### config.mk
export PLATFORM = sky130hd
export DESIGN_NAME = pi_loop_sched
export DESIGN_NICKNAME = d
export VERILOG_FILES = /design/src/rtl/pi_loop_sched.sv
export SDC_FILE = /design/constraint.sdc
export NUM_CORES = 2
export LEC_CHECK = 0
export BUFFER_PORTS_ARGS = -buffer_cell sky130_fd_sc_hd__buf_2
export CAP_MARGIN = 20
export CORE_ASPECT_RATIO = 1.4
export CORE_MARGIN = 2
export CORE_UTILIZATION = 40
export CTS_BUF_LIST = sky130_fd_sc_hd__clkbuf_16
export CTS_CLUSTER_SIZE = 20
export DETAILED_ROUTE_END_ITERATION = 8
export GPL_TIMING_DRIVEN = 1
export PLACE_DENSITY = 0.54
export SLEW_MARGIN = 20
export SYNTH_ARGS = -nofsm -noshare
export SYNTH_HDL_FRONTEND = slang
export SYNTH_SLANG_ARGS = --single-unit
### constraint.sdc
create_clock -name clk -period 10.53 [get_ports clk]
set_input_delay 1.5795 -clock clk [delete_from_list [all_inputs] [get_ports clk]]
set_output_delay 1.5795 -clock clk [all_outputs]
set_load 0.01 [all_outputs]
### src/rtl/pi_loop_sched.sv
// pi_loop_sched: time-multiplexed incremental-PI scheduler.
// One shared error/multiply/accumulate datapath serves NCH motor channels
// once per control tick. All channel duties are published together.
//
// Ports:
//   clk, rst_n   system clock, asynchronous active-low reset
//   run          loop enable; low clears all channel state
//   set_bus      NCH x 32-bit signed setpoints (channel c at [32c+31:32c])
//   fb_bus       NCH x 32-bit signed feedback, same packing
//   kp_ki, kp    shared gains A = Kp+Ki and B = Kp
//   out_bus      NCH x 16-bit signed saturated duties
//   out_valid    one-cycle strobe, out_bus updated in the same cycle
//   busy         high while a sweep is in progress
//   overrun      sticky: a tick arrived while a sweep was in progress
//
// Optional feature: define PI_SCHED_ANTIWINDUP_EN to clamp each channel's
// accumulator to +/-OUT_MAX after every update.
module pi_loop_sched #(
    parameter int unsigned NCH      = 5,
    parameter int unsigned PERIOD   = 50000,
    parameter int unsigned DEADBAND = 32,
    parameter int unsigned SHIFT    = 8,
    parameter int unsigned OUT_MAX  = 3000
) (
    input  logic                clk,
    input  logic                rst_n,
    input  logic                run,
    input  logic [NCH*32-1:0]   set_bus,
    input  logic [NCH*32-1:0]   fb_bus,
    input  logic [31:0]         kp_ki,
    input  logic [31:0]         kp,
    output logic [NCH*16-1:0]   out_bus,
    output logic                out_valid,
    output logic                busy,
    output logic                overrun
);

    localparam int unsigned CNT_W = (PERIOD > 1) ? $clog2(PERIOD) : 1;
    localparam int unsigned CH_W  = (NCH > 1) ? $clog2(NCH) : 1;
    localparam logic signed [31:0] LIM_P = 32'(OUT_MAX);
    localparam logic signed [31:0] LIM_N = -LIM_P;
    localparam logic signed [31:0] DB_P  = 32'(DEADBAND);
    localparam logic signed [31:0] DB_N  = -DB_P;

    typedef enum logic [2:0] {
        S_IDLE, S_ERR, S_MULP, S_MULI, S_ACC, S_DONE
    } state_t;

    state_t state, state_nxt;

    logic [CNT_W-1:0]   cnt;
    logic               tick_c;
    logic [CH_W-1:0]    ch;
    logic               last_c;

    logic signed [31:0] set_s [NCH];
    logic signed [31:0] fb_s  [NCH];
    logic signed [31:0] gain_a, gain_b;
    logic signed [31:0] e_q, p_q, i_q;
    logic signed [31:0] acc      [NCH];
    logic signed [31:0] prev_err [NCH];
    logic signed [15:0] staged   [NCH];

    logic signed [31:0] e_raw_c, e_c, delta_c, sum_c, acc_c;
    logic signed [15:0] duty_c;

    function automatic logic signed [31:0] clamp(input logic signed [31:0] v);
        if (v > LIM_P)      clamp = LIM_P;
        else if (v < LIM_N) clamp = LIM_N;
        else                clamp = v;
    endfunction

    // Free-running control-period counter, held at 0 while disabled
    always_ff @(posedge clk or negedge rst_n) begin
        if (!rst_n)                 cnt <= '0;
        else if (!run || tick_c)    cnt <= '0;
        else                        cnt <= cnt + CNT_W'(1);
    end

    assign tick_c = run && (cnt == CNT_W'(PERIOD - 1));
    assign last_c = (ch == CH_W'(NCH - 1));

    // State register
    always_ff @(posedge clk or negedge rst_n) begin
        if (!rst_n) state <= S_IDLE;
        else        state <= state_nxt;
    end

    // Next-state logic: four cycles per channel, then one publish cycle
    always_comb begin
        state_nxt = state;
        if (!run) begin
            state_nxt = S_IDLE;
        end else begin
            case (state)
                S_IDLE:  if (tick_c) state_nxt = S_ERR;
                S_ERR:   state_nxt = S_MULP;
                S_MULP:  state_nxt = S_MULI;
                S_MULI:  state_nxt = S_ACC;
                S_ACC:   state_nxt = last_c ? S_DONE : S_ERR;
                S_DONE:  state_nxt = S_IDLE;
                default: state_nxt = S_IDLE;
            endcase
        end
    end

    // Error with deadband, and the accumulate/brake/saturate step
    always_comb begin
        e_raw_c = (set_s[ch] <<< 7) - fb_s[ch];
        e_c     = ((e_raw_c > DB_N) && (e_raw_c < DB_P)) ? '0 : e_raw_c;
        delta_c = (p_q - i_q) >>> SHIFT;
        sum_c   = acc[ch] + delta_c;
        if (set_s[ch] == '0) begin
            acc_c = '0;
        end else begin
`ifdef PI_SCHED_ANTIWINDUP_EN
            acc_c = clamp(sum_c);
`else
            acc_c = sum_c;
`endif
        end
        duty_c = 16'(clamp(acc_c));
    end

    // Datapath, per-channel state and registered outputs
    always_ff @(posedge clk or negedge rst_n) begin
        if (!rst_n) begin
            ch        <= '0;
            gain_a    <= '0;
            gain_b    <= '0;
            e_q       <= '0;
            p_q       <= '0;
            i_q       <= '0;
            out_bus   <= '0;
            out_valid <= 1'b0;
            busy      <= 1'b0;
            overrun   <= 1'b0;
            for (int c = 0; c < int'(NCH); c++) begin
                set_s[c]    <= '0;
                fb_s[c]     <= '0;
                acc[c]      <= '0;
                prev_err[c] <= '0;
                staged[c]   <= '0;
            end
        end else if (!run) begin
            ch        <= '0;
            out_bus   <= '0;
            out_valid <= 1'b0;
            busy      <= 1'b0;
            overrun   <= 1'b0;
            for (int c = 0; c < int'(NCH); c++) begin
                acc[c]      <= '0;
                prev_err[c] <= '0;
                staged[c]   <= '0;
            end
        end else begin
            out_valid <= 1'b0;
            busy      <= (state_nxt != S_IDLE);
            if (tick_c && (state != S_IDLE)) overrun <= 1'b1;
            case (state)
                S_IDLE: begin
                    if (tick_c) begin
                        ch     <= '0;
                        gain_a <= kp_ki;
                        gain_b <= kp;
                        for (int c = 0; c < int'(NCH); c++) begin
                            set_s[c] <= set_bus[32*c +: 32];
                            fb_s[c]  <= fb_bus[32*c +: 32];
                        end
                    end
                end
                S_ERR:  e_q <= e_c;
                S_MULP: p_q <= gain_a * e_q;
                S_MULI: i_q <= gain_b * prev_err[ch];
                S_ACC: begin
                    acc[ch]      <= acc_c;
                    prev_err[ch] <= e_q;
                    staged[ch]   <= duty_c;
                    if (last_c) begin
                        // Publish in the DONE cycle, with this channel's fresh duty
                        out_valid <= 1'b1;
                        for (int c = 0; c < int'(NCH); c++) begin
                            out_bus[16*c +: 16] <= (CH_W'(c) == ch) ? duty_c : staged[c];
                        end
                    end else begin
                        ch <= ch + CH_W'(1);
                    end
                end
                default: ;
            endcase
        end
    end

endmodule

# Yosys cells after proc, flatten, opt, wreduce, memory -nomap -nowiden
# Cells that the tools add are included.
# op_classes
magnitude_cmp,6
n_mux,52
n_mul,2
eq_ne,16
bitwise,1
addsub,5
reduce_logical,17
# ops
cell,n
two-way mux 160 bit,4
two-way mux 80 bit,5
binary-select mux 32 bit (select 3 bit),4
two-way mux 32 bit,11
bitwise mux 160 bit,2
two-way mux 16 bit,9
demux 32 bit (select 3 bit),1
bitwise mux 80 bit,1
multiplier 32 x 32 -> 32 bit,2
subtractor 32 bit,2
demux 16 bit (select 3 bit),1
adder 32 x 24 -> 32 bit,1
"greater-than comparator 32 x 13 -> 1 bit, second input constant",1
"greater-than comparator 32 x 6 -> 1 bit, second input constant",1
zero test 32 bit,1
"less-than comparator 32 x 13 -> 1 bit, second input constant",1
"less-than comparator 32 x 7 -> 1 bit, second input constant",1
two-way mux 3 bit,6
"adder 16 x 1 -> 16 bit, second input constant",1
"== test 16 bit, second input constant",1
one-hot mux 3 bit (5 select lines),1
AND reduction 2 bit,4
"== test 2 x 3 -> 1 bit, first input constant",2
"== test 3 x 2 -> 1 bit, second input constant",2
19 further kinds,34
# totals
regBits,985
output_inout_bits,83

# Depth between registers and ports, before layout
# depth
word_depth,13
ltp_mapped,38
ltp_nobuf,32

# Worst setup path before layout
# OpenSTA, ideal clock, no wires.
# synth_timing
path_type,register to register
startpoint,register ch[1]
endpoint,register i_q[31]
t_arrival_ns,9.013
period_less_slack_ns,9.152
path_buffers,7
slack_ns,1.378
path_stages_with_launch,34
t_required_ns,10.391
path_cell_list,dfrtp_1 buf_2 buf_2 buf_4 buf_2 buf_2 buf_1 mux2i_1 o21ai_0 a221o_1 clkbuf_1 and2_1 fa_1 fa_1 fa_1 inv_1 fa_1 inv_1 fa_1 inv_1 fa_1 inv_1 fa_1 fa_1 ha_1 or2_2 o31a_1 a31o_2 a21o_1 a41o_1 o41ai_1 o21ai_0 xnor2_1 o21ai_0
# synth_via
elab_chain_len,5
# synth_rtl
element,line_no,rtl
start: declaration,53,logic [CH_W-1:0] ch;
start signal: assignment,186,ch <= ch + CH_W'(1);
NOT 3 -> 4 bit (not written as such),174,S_MULI: i_q <= gain_b * prev_err[ch];
binary-select mux 32 bit (select 3 bit),174,
two-way mux 32 bit (not written as such) (2 in series),174,
multiplier 32 x 32 -> 32 bit,174,
end signal: assignment,174,
end: declaration,59,"logic signed [31:0] e_q, p_q, i_q;"
# Every way passes these cells. The select of a mux whose other input is x is not followed.
# A chain may end at the register's enable or synchronous reset.

# Final worst setup path
# layout_timing
startpoint,register ch[2]
endpoint,register i_q[29]
# Same word-level chain as after synthesis.

==> results_dict.tcl <==
set metrics [dict create \
    outcome "complete, no violations" \
    firstDrtPassIters 6 \
    fp.dieW_um 376.7 \
    hold_path_class "reg2reg" \
    synth_seq_cells 969 \
    die-area_mm2 0.1981 \
    final_area_mm2 0.08658 \
    clockBufferDepth 3 \
    setup_tns_ps 0 \
    final_nets 9599 \
    reg2reg_from "ch[2]$_DFFE_PN0P_" \
    cts_inserted_buffers 109 \
    num_rows 191 \
    busiest_layer "met2" \
    r2r_setup_slack_ps 910 \
    critical_path_class "reg2reg" \
    pre_cts_ws_ps 1014 \
    clock_power_share_pct 49.3 \
    synthArstFlopShare_pct 100.0 \
    ys_seq_area_share_pct 31.17 \
    p_sw_mw 1.851 \
    r2r_cells 29 \
    io_pins 470 \
    r2r_end "i_q[29]$_DFFE_PN0P_" \
    grt_util_met3_pct 4.492 \
    slew_headroom_pct 20.99 \
    drive_gt1_share_pct 15.69 \
    ys_types 92 \
    cts_setup_buffers 0 \
    yosysWarnings 0 \
    area_growth_pct 11.30 \
    worst_slew_pin_slew_ps 1169 \
    first_iter_violations 3823 \
    grt_overflow 0 \
    cts.sinks 969 \
    pwr-share-seq_pct 47.7 \
    powerDensity_mw_per_mm2 90.24 \
    grt_pass1_wl_mm 392.5 \
    clkLatencyLatePin_ps 770 \
    intPower_mw 5.961 \
    cts_root_buffer "clkbuf_16" \
    min_from "cnt[0]$_DFF_PN0_" \
    routed_wl_mm 256.6 \
    via_per_inst 5.493 \
    combinationalPowerShare_pct 3.0 \
    design.core.area_mm2 0.1933 \
    cpMostUsedCell "fa_1" \
    fmax_mhz 104.0 \
    routabilityCongestion 0.9158 \
    dp_hpwl_mm 191.5 \
    syn_nets 9344 \
    synthesis.area_mm2 0.07779 \
    met1_usage_pct 31.66 \
    initial_core_util_pct 40.24 \
    ant_nets 0 \
    dpl.cell_count 10399 \
    placed_area_mm2 0.08287 \
    fill_cells 18559 \
    synth-edff-count 0 \
    setup_viol 0 \
    postSynthCellCount 7747 \
    post-route-util_pct 44.78 \
    holdPathStages 1 \
    post-route-min-period_ps 9617 \
    antenna_found_initial 75 \
    path_depth 29 \
    synth.area.top_cells "dfrtp_1 (31%), fa_1 (21%), ha_1 (6.3%), mux2_2 (5.8%), nand2_1 (4.9%)" \
    holdWs_ps 457.2 \
    clk_pin_slew_ps 60 \
    skew_ps 53.69 \
    wl_per_cell_um 24.14 \
    end_kind "flop" \
    p_total_mw 7.813 \
    cts_tree "yes" \
    ys.flop_type "dfrtp_1" \
    cts_resized 0 \
    finalHoldViolations 0 \
    maxSlewViolCount 0 \
    use_met2_pct 45.34 \
    drv_cap 0 \
    synth_top_area_share_pct 31.17 \
    worstPathMaxFanout 37 \
    portBuffers 469 \
    remaining_drc_errors 0 \
    avgSynthCellArea_um2 10.04 \
    slowest_delay_ps 810 \
    track_usage_pct 26.08 \
    rsz0062_at_grt "no" \
    vias 58375 \
    ir_drop_uv 131.8 \
    min_to "cnt[0]$_DFF_PN0_" \
    cp-start-kind "flop" \
    worst_slack_ps 912.9 \
    swShare_pct 23.70 \
    grt_pass1_vias 62611 \
    timing.final.crit_share_pct 91.33 \
    instances_no_fill 10628 \
    synth_area_leader_cell "dfrtp_1" \
    cpLargestDelayFamily "adder cells" \
    htreeDepth 3 \
    fp.dieH_um 525.8 \
    grt_max_degree 175 \
    p_leak_nw 42.65 \
    critical_path_required_ps 11110 \
    worst-path-buf-inv 3 \
    critPathSlowestCell "dfrtp_4" \
    crit_arrival_ps 10200 \
    hold_buffers 0 \
]
[cells in the final DEF, fill, tap and decap left out, types with 14 or more instances in the layout]
| cell type | instances |
|---|---|
| a221o_1 | 33 |
| nand2_1 | 1011 |
| a21o_1 | 65 |
| o21a_1 | 26 |
| xnor2_1 | 171 |
| inv_1 | 988 |
| buf_2 | 468 |
| o22ai_1 | 30 |
| mux2i_1 | 129 |
| diode_2 | 27 |
| nand3_1 | 47 |
| o2bb2ai_1 | 16 |
| nor4_1 | 26 |
| a21oi_1 | 168 |
| a22o_1 | 266 |
| mux2_2 | 399 |
| and2_1 | 488 |
| buf_4 | 137 |
| xor2_1 | 69 |
| o21ai_0 | 380 |
| clkbuf_16 | 109 |
| a31oi_1 | 16 |
| ha_1 | 393 |
| a221oi_1 | 20 |
| and3_1 | 40 |
| a22oi_1 | 18 |
| clkinv_2 | 15 |
| a211oi_1 | 43 |
| clkinv_1 | 27 |
| or3_1 | 19 |
| nor3_1 | 48 |
| dfrtp_1 | 957 |
| nor2_1 | 214 |
| fa_1 | 817 |
| mux4_2 | 14 |
| nand4_1 | 27 |
| nor2b_1 | 80 |
| nand2b_1 | 32 |
[layout make-up]
| class | count | area (um2) | share of cell area (%) |
|---|---|---|---|
| Multi-Input combinational cell | 5335 | 48290 | 55.77 |
| Sequential cell | 969 | 24270 | 28.03 |
| Inverter | 973 | 3652 | 4.218 |
| Timing Repair Buffer | 614 | 3561 | 4.113 |
| Tap cell | 2509 | 3139 | 3.626 |
| Clock buffer | 109 | 2728 | 3.150 |
| Clock inverter | 92 | 870.8 | 1.006 |
| Antenna cell | 27 | 67.56 | 0.07804 |
[synth_stat cells (27+ instances only)]
cell type,n
xor2_1,69
nand3_1,50
o21ai_0,380
nand4_1,27
and2_1,488
buf_1,28
o22ai_1,31
a21o_1,65
clkbuf_1,427
and3_1,40
mux2_2,399
inv_1,970
a211oi_1,43
ha_1,393
dfrtp_1,969
nand2b_1,33
a221o_1,33
a21oi_1,175
fa_1,817
mux2i_1,129
nor2_1,218
a22o_1,266
xnor2_1,171
nand2_1,1011
nor3_1,51
nor2b_1,82
[per-layer routing]
layer,share of wire (%),up-vias
met1,39,30094
met3,5.9,530
met2,50,1778
met4,4.7,84
met5,0.20,-
li1,-,25889
[power by group through the flow]
stage          Combinational, mW  Sequential, mW  Clock [mW]
2_1_floorplan             0.0458            3.79           0
3_3_place_gp               0.234            3.79           0
3_5_place_dp               0.237            3.79           0
4_1_cts                    0.237            3.73        3.94
5_1_grt                    0.258            3.72        4.09
6_report                   0.232            3.73        3.85
[cells by family after synthesis]
group / after synthesis / share of synthesized area, %
simple gates: 2113 / 13.04
buf+inv: 1443 / 6.998
compound gates: 1229 / 10.87
fa+ha+maj: 1210 / 27.35
flops: 969 / 31.17
mux: 542 / 7.841
xor+xnor: 241 / 2.731
[state kept, by name (all words and copies together) (netlist names), 3 cells and up]
register / cells
state: 3
acc: 160
cnt: 16
set_s: 160
ch: 3
p_q: 32
prev_err: 160
fb_s: 160
e_q: 32
gain_a: 32
gain_b: 32
staged: 64
out_bus: 80
i_q: 32
[how the worst max path moves through the flow]
stage / start / to
2_1_floorplan: ch[1]$_DFFE_PN0P_ / i_q[31]$_DFFE_PN0P_
3_3_place_gp: ch[1]$_DFFE_PN0P_ / i_q[29]$_DFFE_PN0P_
3_5_place_dp: ch[1]$_DFFE_PN0P_ / i_q[31]$_DFFE_PN0P_
4_1_cts: ch[1]$_DFFE_PN0P_ / i_q[31]$_DFFE_PN0P_
5_1_grt: ch[2]$_DFFE_PN0P_ / i_q[31]$_DFFE_PN0P_
6_report: ch[2]$_DFFE_PN0P_ / i_q[29]$_DFFE_PN0P_
Note: power is estimated with default switching activity, not from simulation.
